### src/rtl/inst_sequencer_pkg.sv
// Shared types for the instruction sequencer: FSM states, opcode classes,
// fixed opcodes and the legality/classification helpers used at dispatch.
package seq_pkg;

  typedef enum logic [2:0] {
    S_IDLE, S_FETCH, S_DECODE, S_EXEC, S_VEXEC, S_MEM, S_WB, S_HALT
  } state_e;

  typedef enum logic [2:0] {
    C_SCALAR, C_VECTOR, C_LOAD, C_STORE, C_JMP, C_BZ, C_HALT, C_ILLEGAL
  } class_e;

  localparam logic [5:0] OP_LOAD  = 6'b100000;
  localparam logic [5:0] OP_STORE = 6'b100001;
  localparam logic [5:0] OP_JMP   = 6'b110000;
  localparam logic [5:0] OP_BZ    = 6'b110001;
  localparam logic [5:0] OP_HALT  = 6'b111111;

  function automatic logic is_legal(input logic [5:0] op);
    logic ok;
    case (op[5:4])
      2'b00:   ok = !op[3];
      2'b01:   ok = (op[3:0] <= 4'd5);
      2'b10:   ok = (op == OP_LOAD) || (op == OP_STORE);
      default: ok = (op == OP_JMP) || (op == OP_BZ) || (op == OP_HALT);
    endcase
    return ok;
  endfunction

  function automatic class_e op_class(input logic [5:0] op);
    class_e c;
    if (!is_legal(op)) begin
      c = C_ILLEGAL;
    end else begin
      case (op[5:4])
        2'b00:   c = C_SCALAR;
        2'b01:   c = C_VECTOR;
        2'b10:   c = op[0] ? C_STORE : C_LOAD;
        default: c = (op == OP_JMP) ? C_JMP : (op == OP_BZ) ? C_BZ : C_HALT;
      endcase
    end
    return c;
  endfunction

endpackage

### src/rtl/inst_sequencer_if.sv
// Handshake/control bundle between the sequencer (master) and the
// instruction/data memories plus datapath (slave).
interface inst_sequencer_if #(parameter int LANES = 4);
  logic                       start;
  logic [5:0]                 opcode;
  logic                       flag_z;
  logic                       imem_ack;
  logic                       dmem_ack;
  logic                       imem_req;
  logic                       ir_load;
  logic                       dmem_req;
  logic                       dmem_we;
  logic [3:0]                 alu_op;
  logic                       alu_src_imm;
  logic [$clog2(LANES)-1:0]   vec_lane;
  logic                       reg_we;
  logic                       vreg_we;
  logic                       pc_we;
  logic                       pc_sel_branch;
  logic                       halted;
  logic                       illegal;

  modport master (
    input  start, opcode, flag_z, imem_ack, dmem_ack,
    output imem_req, ir_load, dmem_req, dmem_we, alu_op, alu_src_imm,
           vec_lane, reg_we, vreg_we, pc_we, pc_sel_branch, halted, illegal
  );

  modport slave (
    output start, opcode, flag_z, imem_ack, dmem_ack,
    input  imem_req, ir_load, dmem_req, dmem_we, alu_op, alu_src_imm,
           vec_lane, reg_we, vreg_we, pc_we, pc_sel_branch, halted, illegal
  );
endinterface

### src/rtl/inst_sequencer_lane_counter.sv
// Vector lane index: counts while enabled, clears when the last lane retires.
module lane_counter #(
  parameter int LANES = 4
) (
  input  logic                     clk,
  input  logic                     rst_n,
  input  logic                     clr,
  input  logic                     inc,
  output logic [$clog2(LANES)-1:0] lane,
  output logic                     last
);
  localparam int LW = $clog2(LANES);

  logic [LW-1:0] lane_q, lane_d;

  always_comb begin
    lane_d = lane_q;
    if (clr)      lane_d = '0;
    else if (inc) lane_d = lane_q + LW'(1);
  end

  always_ff @(posedge clk or negedge rst_n) begin
    if (!rst_n) lane_q <= '0;
    else        lane_q <= lane_d;
  end

  assign lane = lane_q;
  assign last = (lane_q == LW'(LANES - 1));
endmodule

### src/rtl/inst_sequencer.sv
// Multi-cycle fetch/decode/dispatch controller. Strobes are decodes of the
// registered state; only ack- and flag-qualified strobes look at inputs.
module inst_sequencer
  import seq_pkg::*;
#(
  parameter int LANES = 4
) (
  input  logic              clk,
  input  logic              rst_n,
  inst_sequencer_if.master  bus
);
  localparam int LW = $clog2(LANES);

  state_e        state_q, state_d;
  class_e        cls_q, cls_d;
  logic [3:0]    fn_q, fn_d;
  logic          illegal_q, illegal_d;

  logic          lane_inc, lane_clr, lane_last;
  logic [LW-1:0] lane;

  lane_counter #(.LANES(LANES)) u_lane (
    .clk   (clk),
    .rst_n (rst_n),
    .clr   (lane_clr),
    .inc   (lane_inc),
    .lane  (lane),
    .last  (lane_last)
  );

  assign lane_inc = (state_q == S_VEXEC);
  assign lane_clr = lane_inc && lane_last;

  always_comb begin
    state_d   = state_q;
    cls_d     = cls_q;
    fn_d      = fn_q;
    illegal_d = illegal_q;
    case (state_q)
      S_IDLE:   if (bus.start) state_d = S_FETCH;
      S_FETCH:  if (bus.imem_ack) state_d = S_DECODE;
      S_DECODE: begin
        // Class and low opcode bits are captured here so later states do
        // not depend on the decoder holding its output.
        cls_d = op_class(bus.opcode);
        fn_d  = bus.opcode[3:0];
        case (cls_d)
          C_SCALAR, C_JMP, C_BZ: state_d = S_EXEC;
          C_VECTOR:              state_d = S_VEXEC;
          C_LOAD, C_STORE:       state_d = S_MEM;
          C_HALT:                state_d = S_HALT;
          default: begin
            state_d   = S_HALT;
            illegal_d = 1'b1;
          end
        endcase
      end
      S_EXEC:   state_d = (cls_q == C_SCALAR) ? S_WB : S_FETCH;
      S_VEXEC:  if (lane_last) state_d = S_WB;
      S_MEM:    if (bus.dmem_ack) state_d = (cls_q == C_STORE) ? S_FETCH : S_WB;
      S_WB:     state_d = S_FETCH;
      S_HALT:   state_d = S_HALT;
      default:  state_d = S_IDLE;
    endcase
  end

  always_ff @(posedge clk or negedge rst_n) begin
    if (!rst_n) begin
      state_q   <= S_IDLE;
      cls_q     <= C_SCALAR;
      fn_q      <= '0;
      illegal_q <= 1'b0;
    end else begin
      state_q   <= state_d;
      cls_q     <= cls_d;
      fn_q      <= fn_d;
      illegal_q <= illegal_d;
    end
  end

  logic in_fetch, in_exec, in_vexec, in_mem, in_wb, is_branch;
  assign in_fetch  = (state_q == S_FETCH);
  assign in_exec   = (state_q == S_EXEC);
  assign in_vexec  = (state_q == S_VEXEC);
  assign in_mem    = (state_q == S_MEM);
  assign in_wb     = (state_q == S_WB);
  assign is_branch = (cls_q == C_JMP) || (cls_q == C_BZ);

  assign bus.imem_req      = in_fetch;
  assign bus.ir_load       = in_fetch && bus.imem_ack;
  assign bus.dmem_req      = in_mem;
  assign bus.dmem_we       = in_mem && (cls_q == C_STORE);
  assign bus.alu_op        = (in_exec || in_vexec) ? fn_q : 4'd0;
  assign bus.alu_src_imm   = ((in_exec && cls_q == C_SCALAR) || in_vexec) && fn_q[0];
  assign bus.vec_lane      = lane;
  assign bus.reg_we        = in_wb && (cls_q != C_VECTOR);
  assign bus.vreg_we       = in_vexec;
  // Stores retire on the ack cycle; every other class retires via WB or EXEC.
  assign bus.pc_we         = in_wb || (in_exec && is_branch) ||
                             (in_mem && cls_q == C_STORE && bus.dmem_ack);
  assign bus.pc_sel_branch = in_exec && ((cls_q == C_JMP) || (cls_q == C_BZ && bus.flag_z));
  assign bus.halted        = (state_q == S_HALT);
  assign bus.illegal       = illegal_q;
endmodule

### src/flat_wrapper.sv
// flat-port wrapper written by rule: the top's interface ports become plain ports
module inst_sequencer_flat import seq_pkg::*;
#(
  parameter int LANES = 4
)
  (clk, rst_n, bus_start, bus_opcode, bus_flag_z, bus_imem_ack, bus_dmem_ack, bus_imem_req, bus_ir_load, bus_dmem_req, bus_dmem_we, bus_alu_op, bus_alu_src_imm, bus_vec_lane, bus_reg_we, bus_vreg_we, bus_pc_we, bus_pc_sel_branch, bus_halted, bus_illegal);
  inst_sequencer_if #(.LANES(LANES)) bus_i ();
  input  logic clk;
  input  logic rst_n;
  input wire logic [$bits(bus_i.start)-1:0] bus_start;
  input wire logic [$bits(bus_i.opcode)-1:0] bus_opcode;
  input wire logic [$bits(bus_i.flag_z)-1:0] bus_flag_z;
  input wire logic [$bits(bus_i.imem_ack)-1:0] bus_imem_ack;
  input wire logic [$bits(bus_i.dmem_ack)-1:0] bus_dmem_ack;
  output wire logic [$bits(bus_i.imem_req)-1:0] bus_imem_req;
  output wire logic [$bits(bus_i.ir_load)-1:0] bus_ir_load;
  output wire logic [$bits(bus_i.dmem_req)-1:0] bus_dmem_req;
  output wire logic [$bits(bus_i.dmem_we)-1:0] bus_dmem_we;
  output wire logic [$bits(bus_i.alu_op)-1:0] bus_alu_op;
  output wire logic [$bits(bus_i.alu_src_imm)-1:0] bus_alu_src_imm;
  output wire logic [$bits(bus_i.vec_lane)-1:0] bus_vec_lane;
  output wire logic [$bits(bus_i.reg_we)-1:0] bus_reg_we;
  output wire logic [$bits(bus_i.vreg_we)-1:0] bus_vreg_we;
  output wire logic [$bits(bus_i.pc_we)-1:0] bus_pc_we;
  output wire logic [$bits(bus_i.pc_sel_branch)-1:0] bus_pc_sel_branch;
  output wire logic [$bits(bus_i.halted)-1:0] bus_halted;
  output wire logic [$bits(bus_i.illegal)-1:0] bus_illegal;
  assign bus_i.start = bus_start;
  assign bus_i.opcode = bus_opcode;
  assign bus_i.flag_z = bus_flag_z;
  assign bus_i.imem_ack = bus_imem_ack;
  assign bus_i.dmem_ack = bus_dmem_ack;
  assign bus_imem_req = bus_i.imem_req;
  assign bus_ir_load = bus_i.ir_load;
  assign bus_dmem_req = bus_i.dmem_req;
  assign bus_dmem_we = bus_i.dmem_we;
  assign bus_alu_op = bus_i.alu_op;
  assign bus_alu_src_imm = bus_i.alu_src_imm;
  assign bus_vec_lane = bus_i.vec_lane;
  assign bus_reg_we = bus_i.reg_we;
  assign bus_vreg_we = bus_i.vreg_we;
  assign bus_pc_we = bus_i.pc_we;
  assign bus_pc_sel_branch = bus_i.pc_sel_branch;
  assign bus_halted = bus_i.halted;
  assign bus_illegal = bus_i.illegal;
  inst_sequencer #(.LANES(LANES)) u_core (.clk(clk), .rst_n(rst_n), .bus(bus_i));
endmodule
### config.mk
export PLATFORM = sky130hd
export DESIGN_NAME = inst_sequencer_flat
export DESIGN_NICKNAME = d
export VERILOG_FILES = /design/src/rtl/inst_sequencer_pkg.sv /design/src/rtl/inst_sequencer_if.sv /design/src/rtl/inst_sequencer_lane_counter.sv /design/src/rtl/inst_sequencer.sv /design/src/flat_wrapper.sv
export SDC_FILE = /design/constraint.sdc
export NUM_CORES = 1
export LEC_CHECK = 0
export CAP_MARGIN = 20
export CORE_AREA = 2 2 54 82
export CTS_CLUSTER_SIZE = 40
export DETAILED_ROUTE_END_ITERATION = 10
export DIE_AREA = 0 0 56 84
export GPL_TIMING_DRIVEN = 0
export PLACE_DENSITY = 0.51
export SLEW_MARGIN = 20
export SYNTH_ARGS = -nofsm -noshare
export SYNTH_HDL_FRONTEND = slang
export SYNTH_SLANG_ARGS = --single-unit
### constraint.sdc
create_clock -name clk -period 1.47 [get_ports clk]
set_input_delay 0.294 -clock clk [delete_from_list [all_inputs] [get_ports clk]]
set_output_delay 0.294 -clock clk [all_outputs]
set_load 0.02 [all_outputs]
== Word-level counts from Yosys, hierarchy flattened ==
Index checks and enable logic that the tools add are counted.
Storage, ports and cells
  register bits: 13
  input bits: 12
  output and inout port bits: 17
  word-level logic and storage cells: 86
Cells by class
  add/sub/neg operators: 1
  $lt $le $gt $ge: 1
  eq/ne operators: 29
  mux-type cells: 19
  bitwise logic cells: 1
  reduce and logical (&&, ||, !) cells: 30
Operator list (number)
  6-bit == test, second input constant: 5
  3-bit == test, second input constant: 9
  3-bit two-way mux: 9
  3-bit case mux with 8 select lines: 1
  3-bit case mux with 3 select lines: 2
  3-bit by 2-bit == test with 1-bit output, second input constant: 5
  1-bit logical AND: 10
  3-bit logical NOT: 3
  1-bit logical OR: 9
  7-bit OR reduction: 1
  3-bit by 1-bit == test with 1-bit output, second input constant: 2
  2-bit two-way mux: 3
  2-bit != test, second input constant: 3
  2-bit == test, second input constant: 2
  4-bit by 3-bit <= comparator with 1-bit output, second input constant: 1
  4-bit two-way mux: 1
  4-bit AND reduction: 1
  3-bit by 1-bit != test with 1-bit output, second input constant: 1
  1-bit case mux with 3 select lines: 1
  3-bit OR reduction: 1
  2-bit by 1-bit adder with 2-bit output, second input constant: 1
  2-bit by 1-bit == test with 1-bit output, second input constant: 1
  2-bit logical NOT: 1
  1-bit two-way mux: 2
  6 further kinds: 6

== Logic depth before layout (Yosys ltp) ==
  depth after elaboration: 11
  mapped depth: 5
  depth with buffers taken out: 5

== Modules after synthesis ==
A second synthesis with hierarchy kept.
Second synthesis, totals
  cell total of the unflattened synthesis: 117
  area, all modules: 899.6 µm²
By module, submodules not included
  inst_sequencer: times used 1, cells an instance 110, area an instance 810.8 µm², seq. area each 275.3 µm²
  lane_counter: times used 1, cells an instance 7, area an instance 88.8 µm², seq. area each 50.0 µm²

== Worst setup path before layout ==
No wires, ideal clock.
  path type: reg-to-output
  start: register u_core.state_q[0]
  end: output port bus_ir_load
  arrival: 1.471 ns
  data required time: 1.176 ns
  setup slack: -0.295 ns
  stages on the path, launching flop included: 5
  path buffers: 1
  cell sequence: dfrtp_1 -> buf_2 -> inv_1 -> nor3_1 -> and2_1
Between the ends
  longest elaborated chain between the ends: 2
Ends and longest elaborated chain
  from (decl): RTL line inst_sequencer.sv:14  | state_e state_q, state_d;
  from (signal assigned): RTL line inst_sequencer.sv:74  | state_q <= state_d;
  3-bit by 1-bit == test with 1-bit output: RTL line inst_sequencer.sv:82  | assign in_fetch = (state_q == S_FETCH);
  net bus_imem_req: RTL line flat_wrapper.sv:15  | output wire logic [$bits(bus_i.imem_req)-1:0] bus_imem_req;
  1-bit logical AND: RTL line inst_sequencer.sv:90  | assign bus.ir_load = in_fetch && bus.imem_ack;
  to (decl): RTL line flat_wrapper.sv:16  | output wire logic [$bits(bus_i.ir_load)-1:0] bus_ir_load;
The timed path passes the listed nets, and every way through them passes these cells.

== Worst setup path after layout ==
  start: register u_core.state_q[2]
  end: output port bus_pc_sel_branch
Between the ends
  longest elaborated chain between the ends: 2
Ends and longest elaborated chain
  3-bit by 2-bit == test with 1-bit output: RTL line inst_sequencer.sv:83  | assign in_exec = (state_q == S_EXEC);
  1-bit logical AND: RTL line inst_sequencer.sv:101  | assign bus.pc_sel_branch = in_exec && ((cls_q == C_JMP) || (cls_q == C_BZ && bus.flag_z));
  to (decl): RTL line flat_wrapper.sv:25  | output wire logic [$bits(bus_i.pc_sel_branch)-1:0] bus_pc_sel_branch;
No other way between the ends.

==> results by group <==
Hold path
  • Hold-critical path endpoint: u_core.fn_q[3]$_DFFE_PN0P_
  • HP Start: bus_opcode[3]
  • Number of cells on the worst hold path: 3
  • Hold Crit Class: input pin to register

Outcome
  • Result of the run: finished, violations left
  • Violated checks: setup timing

Floorplanning
  • Core outline area: 0.00406 sq mm
  • Initial Util: 22.9%
  • Die area: roughly 0.0047 sq mm
  • Placement row count: 29
  • Horizontal extent of the die: about 56 um
  • Overall die height: 84 um
  • I/O pin total: 29

Setup path
  • Sort of element at the start of the critical path: register
  • Ordered cell list for the critical path: or2b_4 > nor2_4 > nand3b_1 > a21oi_2 > buf_4
  • Cell count of the worst reg-to-reg path: 4
  • Start point of the critical path: u_core.state_q[2]$_DFFE_PN0P_
  • Arr. time, crit path: approximately 1.5 ns
  • Worst Path Required: 1.18 ns
  • R2R Path End: u_core.state_q[1]$_DFFE_PN0P_
  • Critical path's largest stage delay: 0.41 ns
  • Startpoint of the lowest-slack register-to-register path: u_core.state_q[2]$_DFFE_PN0P_
  • Critical setup path kind: register to output port
  • Setup slack of the most critical reg-to-reg path: 0 ns
  • Crit path buf inv count: 1
  • CP max FO: 4
  • Kind of end point of the critical path: output port
  • Path length in cells of the critical path: 5
  • Slowest library cell on the worst path: sky130_fd_sc_hd__dfrtp_1
  • Delay-heaviest family, CP: simple AND/OR/NAND/NOR gates

Placement
  • Last weighted congestion value of the routability-driven placer: 0.761
  • Standard cell area after detailed placement: 0.00128 sq mm
  • Half-perimeter wire length after detailed placement: ~1900 um
  • Input/output buffers: 26

Logic synthesis
  • Synthesized area divided by synthesized cell count: 8.25 sq um
  • Top area cells in the synthesized netlist: sky130_fd_sc_hd__dfrtp_1 35%, sky130_fd_sc_hd__nand2_1 7.2%, sky130_fd_sc_hd__and2_1 4.7%
  • Number of warnings reported in the yosys synthesis log: 0
  • Portion of synthesized cell area occupied by the leading cell type: 34.9%
  • Top flip-flop cell by instance count after synthesis: sky130_fd_sc_hd__dfrtp_1
  • Flops & latches, synth: 13
  • Most common cell in the synthesized netlist: sky130_fd_sc_hd__nand2_1
  • Share of flip-flops with an asynchronous set or reset: between 90% and 100%
  • Post-Synthesis Cell Area: approximately 930 sq um
  • Number of enable flip-flop cells after synthesis: 0
  • Cell accounting for the most synthesized area: sky130_fd_sc_hd__dfrtp_1
  • Post-synthesis sequential area ratio: roughly a third
  • Library cells used by synthesis: 41
  • Most common library cells after synthesis: 18 x sky130_fd_sc_hd__nand2_1, 13 x sky130_fd_sc_hd__dfrtp_1, 8 x sky130_fd_sc_hd__nor2_1, 7 x sky130_fd_sc_hd__a21oi_1, 7 x sky130_fd_sc_hd__and2_1
  • Post-Syn Nets: about 130
  • Gate Count Post-Synth: about 110

Power
  • Worst VDD drop: between 1000 and 1500 uV
  • Leakage power summed over all cells: 0.000783 uW
  • Total power per unit cell area: about 2000 mW/mm^2

Route
  • WL/cell: 14.9 um
  • Number of vias per cell: roughly 5.1
  • Via count: ~1100
  • 1st-iter DRT viols: 21
  • Post-detailed-route count of antenna-violating nets: 0
  • First-pass iteration count of the detailed router: 4
  • Number of design rule violations left after detail routing: 0
  • Total detailed-routing wirelength: between 3000 and 4000 um

STA
  • Slew at the pin closest to its max-slew limit: 0.568 ns
  • Post-route minimum period: 1.74 ns
  • Final critical-path share of the clock period: 118%
  • Pins over their slew limit: 0
  • Crit path setup slack, layout: -0.270 ns
  • Final Hold Viols: 0
  • Clock tree skew after final layout: 0.00878 ns
  • Sum of negative setup slack: -2.64 ns
  • Setup Viol. Count Final: 14
  • Highest clock frequency the design can meet: 0.575 GHz
  • Unrepaired setup endpoints after global routing: true
  • Worst slew margin relative to its limit: 62.0%

Clock tree
  • # clock sinks: 13
  • Deepest clock path buffer count: 2
  • Source-to-sink clock delay at the later pin of the worst-skew pair: 0.24 ns
  • CTS tree: yes
  • Count of H-tree levels built during CTS: 1
  • Clock slew at the register clock pins of the worst setup and hold paths: 0.06 ns
  • Number of hold-repair buffers added at the cts stage: 0
  • Number of buffers added by the clock tree synthesis step: 3
  • Clk root buf: sky130_fd_sc_hd__clkbuf_8

Final layout
  • Fill cells: approximately 410
  • Fraction of layout instances using a drive strength above 1: around 55%
  • Final Net Count: between 150 and 200
  • Number of antenna diodes: 0
  • Post-synthesis to final-layout area growth: 94.9%
  • Final Instance Area: 0.00182 sq mm

Global routing
  • Overall fraction of global-route tracks in use: 12.2%
  • Maximum number of pins on one net before global-route repair: 14
  • Number of antenna violations at the first check in global routing: 0
  • Global route overflow: 0
  • Wire length of the first global-routing pass: 4700 um
  • Number of global-route vias before repair: 1066

Flow run
  • Max-capacitance violation count: 0
## layout by cell type (no fill, tap or decap), types with 2 or more instances in the layout
master / netlist / final
sky130_fd_sc_hd__nor3_4: 0 / 2
sky130_fd_sc_hd__mux2_4: 0 / 2
sky130_fd_sc_hd__nor3_2: 0 / 2
sky130_fd_sc_hd__and2_4: 0 / 6
sky130_fd_sc_hd__buf_4: 1 / 23
sky130_fd_sc_hd__mux2i_1: 2 / 2
sky130_fd_sc_hd__nor2_1: 8 / 5
sky130_fd_sc_hd__o21ai_0: 4 / 2
sky130_fd_sc_hd__a21oi_1: 7 / 3
sky130_fd_sc_hd__buf_8: 0 / 3
sky130_fd_sc_hd__nand4b_1: 2 / 2
sky130_fd_sc_hd__nand2_1: 18 / 15
sky130_fd_sc_hd__inv_1: 6 / 3
sky130_fd_sc_hd__clkbuf_1: 1 / 2
sky130_fd_sc_hd__nor2_4: 0 / 3
sky130_fd_sc_hd__clkbuf_8: 0 / 3
sky130_fd_sc_hd__clkdlybuf4s50_1: 0 / 5
sky130_fd_sc_hd__o211ai_1: 2 / 2
sky130_fd_sc_hd__a21oi_2: 0 / 4
sky130_fd_sc_hd__a21o_1: 2 / 2
sky130_fd_sc_hd__dlygate4sd2_1: 0 / 6
sky130_fd_sc_hd__dfrtp_1: 13 / 10
sky130_fd_sc_hd__buf_6: 0 / 18
sky130_fd_sc_hd__dfrtp_2: 0 / 3
sky130_fd_sc_hd__a211oi_1: 3 / 2
## how the worst max path moves through the flow
stage,to,slack [ns]
floorplan,u_core.state_q[1]$_DFFE_PN0P_,-0.07
global placement,bus_alu_op[2],-0.74
detailed placement,bus_alu_op[2],-0.77
CTS,bus_pc_sel_branch,-0.26
global route,bus_pc_sel_branch,-0.37
finish,bus_pc_sel_branch,-0.27
## logic make-up after synthesis
logic type | count (synthesis) | synth area share, %
muxes | 5 | 5.77
and+or+nand+nor | 51 | 28.7
DFF | 13 | 34.9
adders and majority gates | 1 | 1.34
AOI/OAI and AO/OA | 31 | 23.5
buffers and inverters | 12 | 5.77
## metrics by stage
step / total power, uW / setup slack [ns] / hold WS (ns) / utilization, % / instances
final: 3580 / -0.270 / 0.399 / 44.7 / 216
after global routing: 3790 / -0.372 / 0.425 / 44.7 / 216
after CTS: 2850 / -0.261 / 0.401 / 37.9 / 203
after detailed placement: 2090 / -0.772 / 0.467 / 31.6 / 185
after global placement: 2070 / -0.735 / 0.466 / 31.6 / 185
after floorplan: 1600 / -0.0684 / -0.00159 / - / 113
## flip-flops by register name, indices dropped and copies added, names as in the netlist
register / count
u_core.fn_q: 4
u_core.state_q: 3
u_core.bus.illegal: 1
u_core.cls_q: 3
u_core.u_lane.lane: 2
## cell type report
cell class	instances	area (sq um)	share of cell area, %
plain buffers	5	48.8	2.69
clock buffers	4	45.0	2.48
inverters	6	30.0	1.65
multi-input cells	88	778	42.8
flip-flops and latches	13	329	18.1
well taps	46	57.6	3.17
repair buffers	54	528	29.1
## what timing repair did
action / 4_1_cts / 5_1_grt
buffers inserted: 14 / 14
endpoints found under the setup margin: 22 / 24
endpoints found under the hold margin: 0 / 0
gates resized for setup: 120 / 37
cloned: 0 / 1
pin swaps: 14 / 18
## layer usage
layer / share of wire (%) / GRT usage [%] / vias up
li1: - / - / 526
met1: 38 / 12.7 / 536
met2: 55 / 23.0 / 36
met3: 3.9 / 2.02 / 10
met4: 2.6 / 5.63 / 0
met5: 0 / 0 / -
## power breakdown
group | internal (uW) | leakage [uW] | total, uW | switching, uW
Clock | 190 | 0.0000228 | 305 | 115
Sequential | 536 | 0.000151 | 678 | 142
Combinational | 1360 | 0.000609 | 2600 | 1230
## worst min-delay path: cells and delay by family
family / cells / cell delay (ns)
buffers and inverters: 1 / 0.17
and+or+nand+nor: 2 / 0.14
Note: power is estimated with default switching activity, not from simulation.
==> patch: new RTL, config.mk and constraints unchanged <==
Reset style: synchronous (`rst_n`), changed in 2 clocked blocks.
--- a/src/rtl/inst_sequencer_lane_counter.sv
+++ b/src/rtl/inst_sequencer_lane_counter.sv
@@ -20,5 +20,5 @@
   end
 
-  always_ff @(posedge clk or negedge rst_n) begin
+  always_ff @(posedge clk) begin
     if (!rst_n) lane_q <= '0;
     else        lane_q <= lane_d;
--- a/src/rtl/inst_sequencer.sv
+++ b/src/rtl/inst_sequencer.sv
@@ -65,5 +65,5 @@
   end
 
-  always_ff @(posedge clk or negedge rst_n) begin
+  always_ff @(posedge clk) begin
     if (!rst_n) begin
       state_q   <= S_IDLE;
Behaviour: differs if rst_n is asserted again (counterexample within 4 cycles, from zero or initial values and one cycle with rst_n low); with rst_n held inactive, the same outputs for 10 cycles.
==> patch against the unedited design <==
The flow still finishes with violations (setup timing); utilization is 7.1 points lower; critical path depth up 1; cell area fell by 16%; routed wire length is 3.5% lower; fmax increased by 6.8%; sequential cell count stayed put; worst hold slack worse by 74 ps; register-to-register slack improved by 80 ps; sequential share of layout area decreased by 0.080 points; worst setup slack improved by 110 ps; synthesized area up 11%; global-route usage rose by 1.9 points.
Power is left out: it rests on default switching activity, and per cell area and clock period it moved more than threefold.
==> patch: results (changes against the unedited design) <==
| Metric | Value |
|---|---|
| Layout cell share with drive strength beyond 1 | 0.3757 (-0.1773) |
| Multi-In Gates | 114 (+30%) |
| Reg-to-reg slack, setup | 80 ps (+80 ps) |
| Invs w/o clock | 5 (-1) |
| Delay-heaviest family, CP | flip-flops |
| DR WL met3 | 84 um (-32%) |
| Critical path destination | bus_pc_we |
| Register area share after synthesis | 0.2521 (-0.09687) |
| GRT met3 Usage | 0.01240 (-0.007752) |
| WHS | 324.6 ps (-73.86 ps) |
| Setup crit start | u_core.cls_q[1] |
| First-pass GRT wire length | 5.299 mm (+13%) |
| Critical path arrival | 1330 ps (-120 ps) |
| Count of non-CTS buffers in the layout | 45 (-24%) |
| Setup TNS | -845.1 ps (+1790 ps) |
| Post-synth ARST share | 0 (-1.000) |
| Register area | 275.3 sq um (-16%) |
| Routability-driven placement congestion ratio | 0.9019 (+18%) |
| CP max-delay cell | dfxtp_4 |
| Worst r2r src | u_core.state_q[0] |
| Hpwl dp | 2.331 mm (+23%) |
| Vias in the first global route | 1,181 (+11%) |
| Hold Path Sink | u_core.fn_q[2] |
| CP max FO | 5 (+1) |
| Mapped Nets | 154 (+22%) |
| Commonest cells post-synth | nand2_1, dfxtp_1, nor2_1, a21oi_1, nand2b_1 |
| Library cells used by synthesis | 37 (-9.8%) |
| Run status | finished with violations |
| Crit-path max cell delay | 370 ps (-40 ps) |
| Via count | 1,155 (+4.2%) |
| Mean routed wirelength per cell | 13.66 um (-8.1%) |
| Fill cells | 447 (+10%) |
| Worst R2R End | u_core.state_q[1] |
| Largest net degree at the start of global routing | 11 (-3) |
| DR iter-0 viols | 16 (-24%) |
| Hold path startpoint | bus_opcode[2] |
| Buffering overhead | 0.2500 (-0.06749) |
| Area contributors post-synth | dfxtp_1, nand2_1, a21boi_1 |
| Number of I/O port buffers | 24 (-7.7%) |
| Met1 wire length | 1.143 mm (-7.0%) |
| Met2 usage | 0.2727 (+0.04278) |
| R2R cell count | 5 (+1) |
| DP Worst Slack | -643.2 ps (+128.6 ps) |
| Final setup margin | -158.5 ps (+111.4 ps) |
| Final setup viols | 9 (-5) |
| Final-layout clock-cell area share | 0.02951 (+0.004715) |
| Tot GR Track Use | 0.1410 (+0.01889) |
| Failing checks | setup timing |
patch: cell count changes in the layout (fill, tap and decap cells not counted), moves of 5 or more:
cell,unedited run,this run
a21boi_1,0,6
and2_4,6,1
buf_6,18,7
dfrtp_1,10,0
dfxtp_1,0,7
nand2b_1,0,6
o21ai_1,1,6
patch: metrics by stage:
step	cells	instance area, sq um
CTS	225	1485
detailed placement	211	1343
global route	227	1526
floorplan	141	1045
finish	227	1526
global placement	211	1343
patch: cell families (layout without fill, tap and decap cells):
kind of cell	count (synthesis)	in the layout	share of synthesized area
AOI/OAI and AO/OA	45	45	0.3067
DFF	13	13	0.2521
and+or+nand+nor	66	66	0.3176
adders and majority gates	1	1	0.01212
muxes	2	2	0.01939
buffers and inverters	14	54	0.09210
patch: repair_timing:
item,CTS,global route
gates cloned,0,0
buffers inserted,10,2
hold endpoints to repair,0,0
pin swaps,5,0
setup endpoints to repair,21,15
gates resized for setup,92,11
